**src/rtl/spi_cmd_scheduler.sv**
```systemverilog
`timescale 1ns/1ps
`default_nettype none
// ============================================================================
// Module   : spi_cmd_scheduler
// Purpose  : Shares the SPI master's 32-bit command buffer between NREQ
//            requesters. One command at a time is granted round-robin, written
//            into the next buffer slot through port A, and polled until the
//            SPI master sets the ready bit. The slot is then cleared and the
//            result is returned to the requester.
//            Command word: [31] ready, [30] busy/valid, [29] R/Wn (1 = read),
//            [14:7] data, [6:0] SPI memory address.
// Ports    : clk, rst (async, active-high)
//            req_valid/req_ready/req_rw/req_addr/req_wdata : requester side
//            rsp_valid/rsp_id/rsp_rdata/rsp_err            : response strobe
//            bufa_addr/bufa_wdata/bufa_we/bufa_rdata       : buffer port A
//            busy : high whenever a command is in flight
// Config   : SPI_SCHED_TIMEOUT_EN - when defined, polling gives up after
//            TMO_CYC cycles and answers with rsp_err=1. When undefined,
//            polling is unbounded and rsp_err is constant 0.
// Revision : 1.0 - initial release
// ============================================================================
module spi_cmd_scheduler #(
    parameter int NREQ    = 2,
    parameter int ADDR_W  = 8,
    parameter int TMO_CYC = 4096
) (
    input  logic                clk,
    input  logic                rst,
    input  logic [NREQ-1:0]     req_valid,
    output logic [NREQ-1:0]     req_ready,
    input  logic [NREQ-1:0]     req_rw,
    input  logic [7*NREQ-1:0]   req_addr,
    input  logic [8*NREQ-1:0]   req_wdata,
    output logic                rsp_valid,
    output logic [1:0]          rsp_id,
    output logic [7:0]          rsp_rdata,
    output logic                rsp_err,
    output logic [ADDR_W-1:0]   bufa_addr,
    output logic [31:0]         bufa_wdata,
    output logic                bufa_we,
    input  logic [31:0]         bufa_rdata,
    output logic                busy
);

    localparam int c_TMO_W = $clog2(TMO_CYC + 1);

    typedef enum logic [2:0] {
        S_IDLE     = 3'd0,
        S_GRANT    = 3'd1,
        S_WRITE    = 3'd2,
        S_POLL_RD  = 3'd3,
        S_POLL_CHK = 3'd4,
        S_CLEAR    = 3'd5,
        S_RESP     = 3'd6
    } state_t;

    state_t              r_state;
    logic [ADDR_W-1:0]   r_wr_ptr;
    logic [1:0]          r_last_grant;
    logic [1:0]          r_grant;
    logic                r_rw;
    logic [7:0]          r_rdata;
    logic                r_tmo_hit;
    logic [c_TMO_W-1:0]  r_tmo_cnt;
    logic [NREQ-1:0]     r_req_ready;
    logic                r_rsp_valid;
    logic [1:0]          r_rsp_id;
    logic [7:0]          r_rsp_rdata;
    logic                r_rsp_err;
    logic [31:0]         r_bufa_wdata;
    logic                r_bufa_we;
    logic                r_busy;

    logic                w_found;
    logic [1:0]          w_grant;
    logic [NREQ-1:0]     w_grant_onehot;
    logic                w_sel_rw;
    logic [6:0]          w_sel_addr;
    logic [7:0]          w_sel_wdata;
    logic [c_TMO_W-1:0]  w_tmo_next;
    logic                w_tmo_expired;
    logic                w_unused_rdata;

    // Round-robin pick: the lowest requester above last_grant wins; if none,
    // wrap around and take the lowest requester at or below last_grant. The
    // second loop runs last so any hit above last_grant overrides the wrap.
    always_comb begin
        w_found        = 1'b0;
        w_grant        = '0;
        w_grant_onehot = '0;
        for (int i = NREQ - 1; i >= 0; i--) begin
            if (req_valid[i] && (i <= int'(r_last_grant))) begin
                w_found = 1'b1;
                w_grant = 2'(i);
            end
        end
        for (int i = NREQ - 1; i >= 0; i--) begin
            if (req_valid[i] && (i > int'(r_last_grant))) begin
                w_found = 1'b1;
                w_grant = 2'(i);
            end
        end
        for (int i = 0; i < NREQ; i++) begin
            w_grant_onehot[i] = (w_grant == 2'(i));
        end
    end

    // Fields of the granted requester, selected by the registered grant.
    always_comb begin
        w_sel_rw    = 1'b0;
        w_sel_addr  = '0;
        w_sel_wdata = '0;
        for (int i = 0; i < NREQ; i++) begin
            if (r_grant == 2'(i)) begin
                w_sel_rw    = req_rw[i];
                w_sel_addr  = req_addr[7*i +: 7];
                w_sel_wdata = req_wdata[8*i +: 8];
            end
        end
    end

    // The count includes the current poll cycle, so expiry fires in the
    // POLL_CHK cycle where the total number of poll cycles reaches TMO_CYC.
    assign w_tmo_next = r_tmo_cnt + c_TMO_W'(1);
`ifdef SPI_SCHED_TIMEOUT_EN
    assign w_tmo_expired = (w_tmo_next >= c_TMO_W'(TMO_CYC));
`else
    assign w_tmo_expired = 1'b0;
`endif

    // Only the ready bit and the data field of the polled word matter.
    assign w_unused_rdata = ^{bufa_rdata[30:15], bufa_rdata[6:0]};

    always_ff @(posedge clk or posedge rst) begin
        if (rst) begin
            r_state      <= S_IDLE;
            r_wr_ptr     <= '0;
            r_last_grant <= 2'(NREQ - 1);
            r_grant      <= '0;
            r_rw         <= 1'b0;
            r_rdata      <= '0;
            r_tmo_hit    <= 1'b0;
            r_tmo_cnt    <= '0;
            r_req_ready  <= '0;
            r_rsp_valid  <= 1'b0;
            r_rsp_id     <= '0;
            r_rsp_rdata  <= '0;
            r_rsp_err    <= 1'b0;
            r_bufa_wdata <= '0;
            r_bufa_we    <= 1'b0;
            r_busy       <= 1'b0;
        end else begin
            case (r_state)
                S_IDLE: begin
                    if (w_found) begin
                        r_grant     <= w_grant;
                        r_req_ready <= w_grant_onehot;
                        r_busy      <= 1'b1;
                        r_state     <= S_GRANT;
                    end
                end
                S_GRANT: begin
                    // Transfer edge: fields are taken even if req_valid fell
                    // during this cycle. Reads carry a zero data field.
                    r_req_ready  <= '0;
                    r_last_grant <= r_grant;
                    r_rw         <= w_sel_rw;
                    r_rdata      <= '0;
                    r_tmo_hit    <= 1'b0;
                    r_bufa_we    <= 1'b1;
                    r_bufa_wdata <= {1'b0, 1'b1, w_sel_rw, 14'd0,
                                     (w_sel_rw ? 8'd0 : w_sel_wdata), w_sel_addr};
                    r_state      <= S_WRITE;
                end
                S_WRITE: begin
                    r_bufa_we    <= 1'b0;
                    r_bufa_wdata <= '0;
                    r_tmo_cnt    <= '0;
                    r_state      <= S_POLL_RD;
                end
                S_POLL_RD: begin
                    r_tmo_cnt <= w_tmo_next;
                    r_state   <= S_POLL_CHK;
                end
                S_POLL_CHK: begin
                    r_tmo_cnt <= w_tmo_next;
                    // Ready takes priority over a timeout expiring this cycle.
                    if (bufa_rdata[31]) begin
                        if (r_rw) begin
                            r_rdata <= bufa_rdata[14:7];
                        end
                        r_bufa_we <= 1'b1;
                        r_state   <= S_CLEAR;
                    end else if (w_tmo_expired) begin
                        r_tmo_hit <= 1'b1;
                        r_bufa_we <= 1'b1;
                        r_state   <= S_CLEAR;
                    end else begin
                        r_state <= S_POLL_RD;
                    end
                end
                S_CLEAR: begin
                    r_bufa_we   <= 1'b0;
                    r_rsp_valid <= 1'b1;
                    r_rsp_id    <= r_grant;
                    r_rsp_rdata <= r_rdata;
                    r_rsp_err   <= r_tmo_hit;
                    r_state     <= S_RESP;
                end
                S_RESP: begin
                    r_rsp_valid <= 1'b0;
                    r_rsp_id    <= '0;
                    r_rsp_rdata <= '0;
                    r_rsp_err   <= 1'b0;
                    r_wr_ptr    <= r_wr_ptr + ADDR_W'(1);
                    r_busy      <= 1'b0;
                    r_state     <= S_IDLE;
                end
                default: begin
                    r_req_ready <= '0;
                    r_bufa_we   <= 1'b0;
                    r_busy      <= 1'b0;
                    r_state     <= S_IDLE;
                end
            endcase
        end
    end

    assign req_ready  = r_req_ready;
    assign rsp_valid  = r_rsp_valid;
    assign rsp_id     = r_rsp_id;
    assign rsp_rdata  = r_rsp_rdata;
    assign rsp_err    = r_rsp_err;
    assign bufa_addr  = r_wr_ptr;
    assign bufa_wdata = r_bufa_wdata;
    assign bufa_we    = r_bufa_we;
    assign busy       = r_busy;

endmodule
`default_nettype wire

```
**config.mk**
```make
export PLATFORM = sky130hd
export DESIGN_NAME = spi_cmd_scheduler
export DESIGN_NICKNAME = d
export VERILOG_FILES = /design/src/rtl/spi_cmd_scheduler.sv
export SDC_FILE = /design/constraint.sdc
export NUM_CORES = 1
export LEC_CHECK = 0
export CAP_MARGIN = 0
export CORE_ASPECT_RATIO = 1.2
export CORE_MARGIN = 8
export CORE_UTILIZATION = 41
export CTS_CLUSTER_SIZE = 12
export DETAILED_ROUTE_END_ITERATION = 10
export PLACE_DENSITY = 0.92
export SETUP_SLACK_MARGIN = 0.02
export SLEW_MARGIN = 20
export SYNTH_ARGS = -nofsm -noshare
export SYNTH_HDL_FRONTEND = slang
export SYNTH_SLANG_ARGS = --single-unit
```
**constraint.sdc**
```tcl
create_clock -name clk -period 1.7 [get_ports clk]
set_clock_uncertainty 0.15 [all_clocks]
set_input_delay 0.17 -clock clk [delete_from_list [all_inputs] [get_ports clk]]
set_output_delay 0.17 -clock clk [all_outputs]
set_load 0.05 [all_outputs]
```
==> results of run 1 <==
-- cells in the mapped netlist (3+ instances only) --
| master | n |
|---|---|
| sky130_fd_sc_hd__dfrtp_1 | 52 |
| sky130_fd_sc_hd__buf_4 | 19 |
| sky130_fd_sc_hd__nand2_1 | 18 |
| sky130_fd_sc_hd__o2bb2ai_1 | 17 |
| sky130_fd_sc_hd__mux2i_1 | 16 |
| sky130_fd_sc_hd__o21ai_0 | 15 |
| sky130_fd_sc_hd__a22o_1 | 11 |
| sky130_fd_sc_hd__a22oi_1 | 7 |
| sky130_fd_sc_hd__inv_1 | 7 |
| sky130_fd_sc_hd__xnor2_1 | 7 |
| sky130_fd_sc_hd__buf_6 | 6 |
| sky130_fd_sc_hd__buf_2 | 5 |
| sky130_fd_sc_hd__nand4_1 | 5 |
| sky130_fd_sc_hd__and3_1 | 3 |
-- sequential cells by signal (all words and copies together) (netlist names) --
signal / flops
bufa_wdata: 17
bufa_addr: 8
r_rdata: 8
rsp_rdata: 8
r_state: 3
req_ready: 2
bufa_we: 1
busy: 1
r_grant: 1
r_last_grant: 1
r_rw: 1
rsp_id: 1
rsp_valid: 1
-- stage by stage --
stage               area, um^2  utilization, %
CTS                       3420            56.6
global placement          3310            54.7
finish                    3430            56.7
detailed placement        3310            54.7
floorplan                 2610               -
global route              3430            56.7
-- cells by family (layout without fill, tap and decap cells) --
family	count (synthesis)	count (layout)	synth area share (%)
xor gates and xnor gates	9	9	3.09
adders and majority gates	1	1	0.490
buffers and inverters	37	112	10.2
muxes	18	18	7.30
other	1	17	0.147
DFF	53	53	52.0
and+or+nand+nor	41	41	8.77
AOI/OAI and AO/OA	61	61	18.0
-- area by class of cell --
cell class / count / area share, %
multi-input combinational: 147 / 30.1
clock inverter: 1 / 0.146
tap: 82 / 2.99
clock buffer: 7 / 2.81
timing repair buffer: 97 / 24.5
inverter: 7 / 0.766
sequential: 53 / 38.7
-- final timing paths --
kind / startpoint / end
max: r_state[0] / r_rdata[4]
min: bufa_rdata[12] / r_rdata[5]
max reg2reg: r_state[0] / r_rdata[4]
min reg2reg: bufa_addr[7] / bufa_addr[7]
max in group asynchronous: rst / r_state[0]
min in group asynchronous: rst / req_ready[0]
-- power by group --
group / switching (mW) / internal [mW]
combinational: 2.25 / 1.24
clock: 0.379 / 0.368
sequential: 0.364 / 1.70
total: 2.99 / 3.32
-- per-layer routing --
layer | global-route usage [%] | vias to the layer above
met1 | 16.1 | 976
met3 | 4.67 | 5
met4 | 4.43 | 0
met2 | 25.6 | 72
met5 | 0 | -
li1 | - | 939
-- what timing repair did --
item,in CTS,in global routing
gates resized for setup,0,2
endpoints found under the hold margin,10,0
hold buffers,1,0
setup endpoints to repair,0,9
==> summary.md, run 1 <==
| Metric | Value |
|---|---|
| Count of inserted antenna diode cells | `0` |
| Avg Vias per Cell | `slightly above 5` |
| Cell row count | `31` |
| Power per Cell Area | `around 1800 nW/um^2` |
| Top routing layer in use | `met4` |
| Worst R2R Path Depth | `4` |
| Pre-CTS setup slack | `around 0.035 ns` |
| Clock-pin transition on the worst setup and hold timing paths | `0.09 ns` |
| Vias post-DR | `about 2000` |
| Initial drt markers | `47` |
| Synth Flop Type | `sky130_fd_sc_hd__dfrtp_1` |
| Fin cells | `394` |
| Clk Latency, worst-skew pair | `about 0.30 ns` |
| Worst IR drop on VDD | `1.02 mV` |
| Area taken by flip-flops and latches | `~1300 um^2` |
| Final HPWL DP | `4.98 mm` |
| Number of H-tree branching levels | `2` |
| Met1 layer wirelength in the final routing | `2.47 mm` |
| Number of inserted filler cells in the final layout | `approximately 540` |
| Area share of the largest cell type after synthesis | `51.0%` |
| Pre-antenna DRT Iters | `4` |
| Setup total negative slack | `0 ns` |
| Critical path capture point type | `flop` |
| Met3 Wirelength | `567 um` |
| Antenna violations before repair | `0` |
| Final setup violating endpoints | `0` |
| Max Cap Viol | `0` |
| Slowest stage cell, crit path | `sky130_fd_sc_hd__dfrtp_2` |
| GPL Wtd Cong | `0.735` |
| Smallest hold slack | `0.312 ns` |
| Power consumption | `6.31 mW` |
| Horizontal extent of the die | `88.0 um` |
| Number of buffers between clock root and the deepest sink | `2` |
| Average cell area after synthesis | `about 12 um^2` |
| Overall Global Routing Usage | `14.5%` |
| Warnings from Yosys | `0` |
| Total grt overflow | `0` |
| Worst hold path stage count | `2` |
| Clock tree from TritonCTS | `yes` |
| Hold Vio Cnt, Final | `0` |
| Maximum clock frequency | `0.658 GHz` |
| Cts bufs inserted | `5` |
| DRC | `0` |
| Cell family with the largest share of critical-path delay | `compound AO/OA/AOI/OAI gates` |
| Clock tree sinks | `53` |
| Multi-input logic area | `a little over 1000 um^2` |
| Data arrival time of the critical path | `1.56 ns` |
| Count of flip-flops with a built-in enable after synthesis | `0` |
| Worst reg-to-reg setup slack | `0.18 ns` |
| Hold crit path type | `input pin to flop` |
| Final-report max-slew violation count | `0` |
| Fraction of layout cells with a size suffix above 1 | `23.4%` |
| Die ar. | `9020 um^2` |
| Critical path class | `flop to flop` |
| Status | `finished clean` |
| CP cell instances | `buf_4, a21oi_2, o21ai_2, a22o_1` |
| Layout net count | `380` |
| Area growth from synthesis to layout | `34.4%` |
| Delay of the slowest cell on the worst path | `0.51 ns` |
| Routed wire length | `6.34 mm` |
| Final critical delay including setup and external delays | `1.52 ns` |
| Yosys reg bits | `53` |
| Final cycle utilization of the critical path | `89.4%` |
| Unrepaired setup endpoints after global routing | `false` |
| Fraction of registers with async set or reset after synthesis | `100%` |
| Cell types occupying the most area after synthesis | `sky130_fd_sc_hd__dfrtp_1, sky130_fd_sc_hd__mux2i_1, sky130_fd_sc_hd__o2bb2ai_1, sky130_fd_sc_hd__buf_4, sky130_fd_sc_hd__a22o_1` |
| Core area | `approximately 6000 um^2` |
| Most used cells in the layout excluding fill and tap cells | `sky130_fd_sc_hd__buf_4, sky130_fd_sc_hd__dfrtp_1, sky130_fd_sc_hd__clkdlybuf4s50_1` |
| Count of port buffers added during placement | `83` |
| Sequential-to-total area share from yosys stat | `52.0%` |
| First-pass GRT wire length | `between 10 and 15 mm` |
| Maximum number of pins on one net before global-route repair | `27` |
| Length of routed met2 wiring | `between 3 and 4 mm` |
| Crit path depth | `4` |
| Initial core utilization | `42.2%` |
| Number of primary I/O pins | `roughly 120` |
| Clock root buffer | `sky130_fd_sc_hd__clkbuf_8` |
| Launching element type of the critical path | `flop` |
| Static Leak | `1.62 nW` |
| Synth unique cells | `40` |
| Required time at the worst-slack endpoint | `1.74 ns` |
| Routed wirelength normalized by instance count | `16.1 um` |
| Inst Count DP | `~390` |
| Cells after Synth | `approximately 220` |
| Dominant cell type by area after synthesis | `sky130_fd_sc_hd__dfrtp_1` |
| Height of the die | `a little over 100 um` |
| Most common cell after layout, fill and taps aside | `sky130_fd_sc_hd__buf_4` |
| Netlist area before placement | `2550 um^2` |
| DRT antenna net count | `0` |
| Number of buffers and inverters on the critical path | `1` |
| Maximum fanout encountered on the critical timing path | `12` |
| Vias in the first global route | `roughly 2100` |
| # Post-CTS Setup Buffers | `0` |
| Post-layout worst setup margin | `0.180 ns` |
Note: power is estimated with default switching activity, not from simulation.
==> inputs of run 2 (changes only) <==
- CORE_UTILIZATION: 41 -> 44
- PLACE_DENSITY: 0.92 -> 0.95
- clock period: 1.7 -> 1.8 ns (I/O delays scaled with it)
==> run 2 against run 1 <==
  * First-iteration DRC count up 79%
  * Combinational power fell by 6.9%
  * Critical path depth is the same
  * Clock power decreased by 13%
  * Utilization grew 3.0 points
  * Flip-flop and latch count unchanged
  * Sequential power is 4% lower
  * Clock-buffer cell count stayed put
  * Critical path type unchanged
  * Largest power group unchanged
==> summary.md, run 2 (synthesis gave the netlist of run 1 again) <==
| Metric | Value |
|---|---|
| Max Cap Viol | `0` |
| Inst Count DP | `362` |
| Pre-CTS setup slack | `approximately 0.096 ns` |
| Number of buffers between clock root and the deepest sink | `2` |
| Number of inserted filler cells in the final layout | `475` |
| Setup total negative slack | `0 ns` |
| Launching element type of the critical path | `flop` |
| Routed wire length | `6.44 mm` |
| Initial drt markers | `84` |
| Height of the die | `99.5 um` |
| Worst R2R Path Depth | `4` |
| Unrepaired setup endpoints after global routing | `false` |
| Power per Cell Area | `1750 nW/um^2` |
| GR Layer Usage met1 | `roughly 18%` |
| Net switching power | `2.85 mW` |
| Clock-pin transition on the worst setup and hold timing paths | `approximately 0.09 ns` |
| Maximum number of pins on one net before global-route repair | `54` |
| Hold crit path type | `input pin to asynchronous set/reset pin` |
| Count of inserted antenna diode cells | `0` |
| Fraction of layout cells with a size suffix above 1 | `21.6%` |
| Final HPWL DP | `just under 5 mm` |
| Horizontal extent of the die | `85.5 um` |
| Worst reg-to-reg setup slack | `0.17 ns` |
| Clock root buffer | `sky130_fd_sc_hd__clkbuf_8` |
| Overall Global Routing Usage | `15.2%` |
| Critical path capture point type | `flop` |
| Status | `finished clean` |
| Routed wirelength normalized by instance count | `17.4 um` |
| Maximum clock frequency | `0.614 GHz` |
| Layout net count | `374` |
| Crit path to | `r_rdata[2]` |
| Worst setup path startpoint | `r_state[0]` |
| Post-layout worst setup margin | `approximately 0.17 ns` |
| Final setup violating endpoints | `0` |
| DRC | `0` |
| Die ar. | `between 8000 and 9000 um^2` |
| Number of buffers added to fix hold violations after cts | `0` |
| Fin cells | `370` |
| Worst IR drop on VDD | `just under 1 mV` |
| Capture point of the worst reg-to-reg path | `r_rdata[2]` |
| Core area | `5630 um^2` |
| Antenna violations before repair | `0` |
| Clock tree sinks | `53` |
| Share of power burned in combinational logic | `55.3%` |
| Data arrival time of the critical path | `1.67 ns` |
| Required time at the worst-slack endpoint | `1.84 ns` |
| Maximum fanout encountered on the critical timing path | `13` |
| Total grt overflow | `0` |
| Met2 track demand over resource | `26.3%` |
| Cts bufs inserted | `5` |
| CP cell instances | `buf_4, inv_1, and3_1, a22o_1` |
| Number of H-tree branching levels | `2` |
| Number of primary I/O pins | `around 120` |
| Flip-flop count of the largest register after layout | `17` |
| Clock tree from TritonCTS | `yes` |
| Initial core utilization | `45.4%` |
| Avg Vias per Cell | `5.45` |
| GPL Wtd Cong | `0.746` |
| Static Leak | `around 1.6 nW` |
| Cell row count | `30` |
| Final cycle utilization of the critical path | `between 90% and 100%` |
| Count of port buffers added during placement | `83` |
| Critical path class | `flop to flop` |
| Final critical delay including setup and external delays | `1.63 ns` |
| Most used cells in the layout excluding fill and tap cells | `sky130_fd_sc_hd__dfrtp_1, sky130_fd_sc_hd__buf_4, sky130_fd_sc_hd__clkdlybuf4s50_1` |
| Vias in the first global route | `2091` |
| Flop pwr share | `between 30% and 40%` |
| Most common cell after layout, fill and taps aside | `sky130_fd_sc_hd__dfrtp_1` |
| Part of the power in the clock network | `11.1%` |
| Slowest stage cell, crit path | `sky130_fd_sc_hd__dfrtp_1` |
| Switching portion of total power | `48.5%` |
| Vias post-DR | `2016` |
| Hold Vio Cnt, Final | `0` |
| Area growth from synthesis to layout | `31.7%` |
| Delay of the slowest cell on the worst path | `0.56 ns` |
| Internal power contribution | `3.03 mW` |
| Final-report max-slew violation count | `0` |
| Clk Latency, worst-skew pair | `0.30 ns` |
| Launching point of the worst reg2reg path | `r_state[0]` |
| Most heavily used metal layer in global routing | `met2` |
| DRT antenna net count | `0` |
| First-pass GRT wire length | `10.5 mm` |
| Pre-antenna DRT Iters | `5` |
| Met3 Use GR | `4.46%` |
run 2: changes by cell type in the layout (fill, tap and decap cells not counted), moves of 2 or more:
cell / change
sky130_fd_sc_hd__buf_12: +2
sky130_fd_sc_hd__buf_4: -7
sky130_fd_sc_hd__clkbuf_1: +2
sky130_fd_sc_hd__clkbuf_8: -2
run 2: area by class of cell:
class / count / area [um^2] / area share (%)
sequential: 53 / 1330 / 39.5
multi-input combinational: 147 / 1030 / 30.5
timing repair buffer: 91 / 818 / 24.3
tap: 64 / 80.1 / 2.38
clock buffer: 7 / 76.3 / 2.27
inverter: 7 / 26.3 / 0.781
clock inverter: 1 / 7.51 / 0.223
run 2: power by group through the flow:
stage / Sequential (mW) / Combinational (mW) / Clock (mW)
finish: 1.98 / 3.25 / 0.651
global placement: 1.96 / 3.19 / 0
detailed placement: 2.00 / 3.28 / 0
CTS: 1.98 / 3.28 / 0.669
global route: 2.04 / 3.49 / 0.721
floorplan: 2.81 / 1.58 / 0
run 2: repair_timing:
action / CTS / global route
gates resized for setup: 0 / 1
setup endpoints to repair: 0 / 16
buffers inserted: 0 / 0
run 2: critical path: cells and delay by family (launching register included):
kind                   cells  cell delay [ns]
flip-flops                 1             0.56
buffers and inverters      2             0.34
AND/OR/NAND/NOR            1             0.24
AO/OA/AOI/OAI              1             0.23
run 2: worst min-delay path by stage:
stage                              from             end  slack [ns]  cells past startpoint
after floorplan           bufa_rdata[7]      r_rdata[0]        0.16                      1
after CTS                           rst  bufa_wdata[10]        0.08                      3
after global routing                rst    rsp_rdata[2]        0.12                      3
after detailed placement   bufa_addr[7]    bufa_addr[7]        0.32                      1
after global placement     bufa_addr[7]    bufa_addr[7]        0.32                      1
final                               rst    rsp_rdata[2]        0.09                      3
run 2: layer usage:
metal / share of wire, % / vias up
met3: 7.3 / 8
met1: 41 / 1005
met5: 0 / -
met4: 1.0 / 0
li1: - / 929
met2: 51 / 74
run 2: stage by stage:
stage | util [%] | total power [mW] | hold slack, ns | cell area (um^2)
after global placement | 58.2 | 5.15 | 0.315 | 3280
after detailed placement | 58.2 | 5.27 | 0.319 | 3280
after CTS | 59.7 | 5.93 | 0.0848 | 3360
after global routing | 59.7 | 6.25 | 0.118 | 3360
after floorplan | - | 4.40 | 0.163 | 2610
final | 59.7 | 5.88 | 0.0856 | 3360
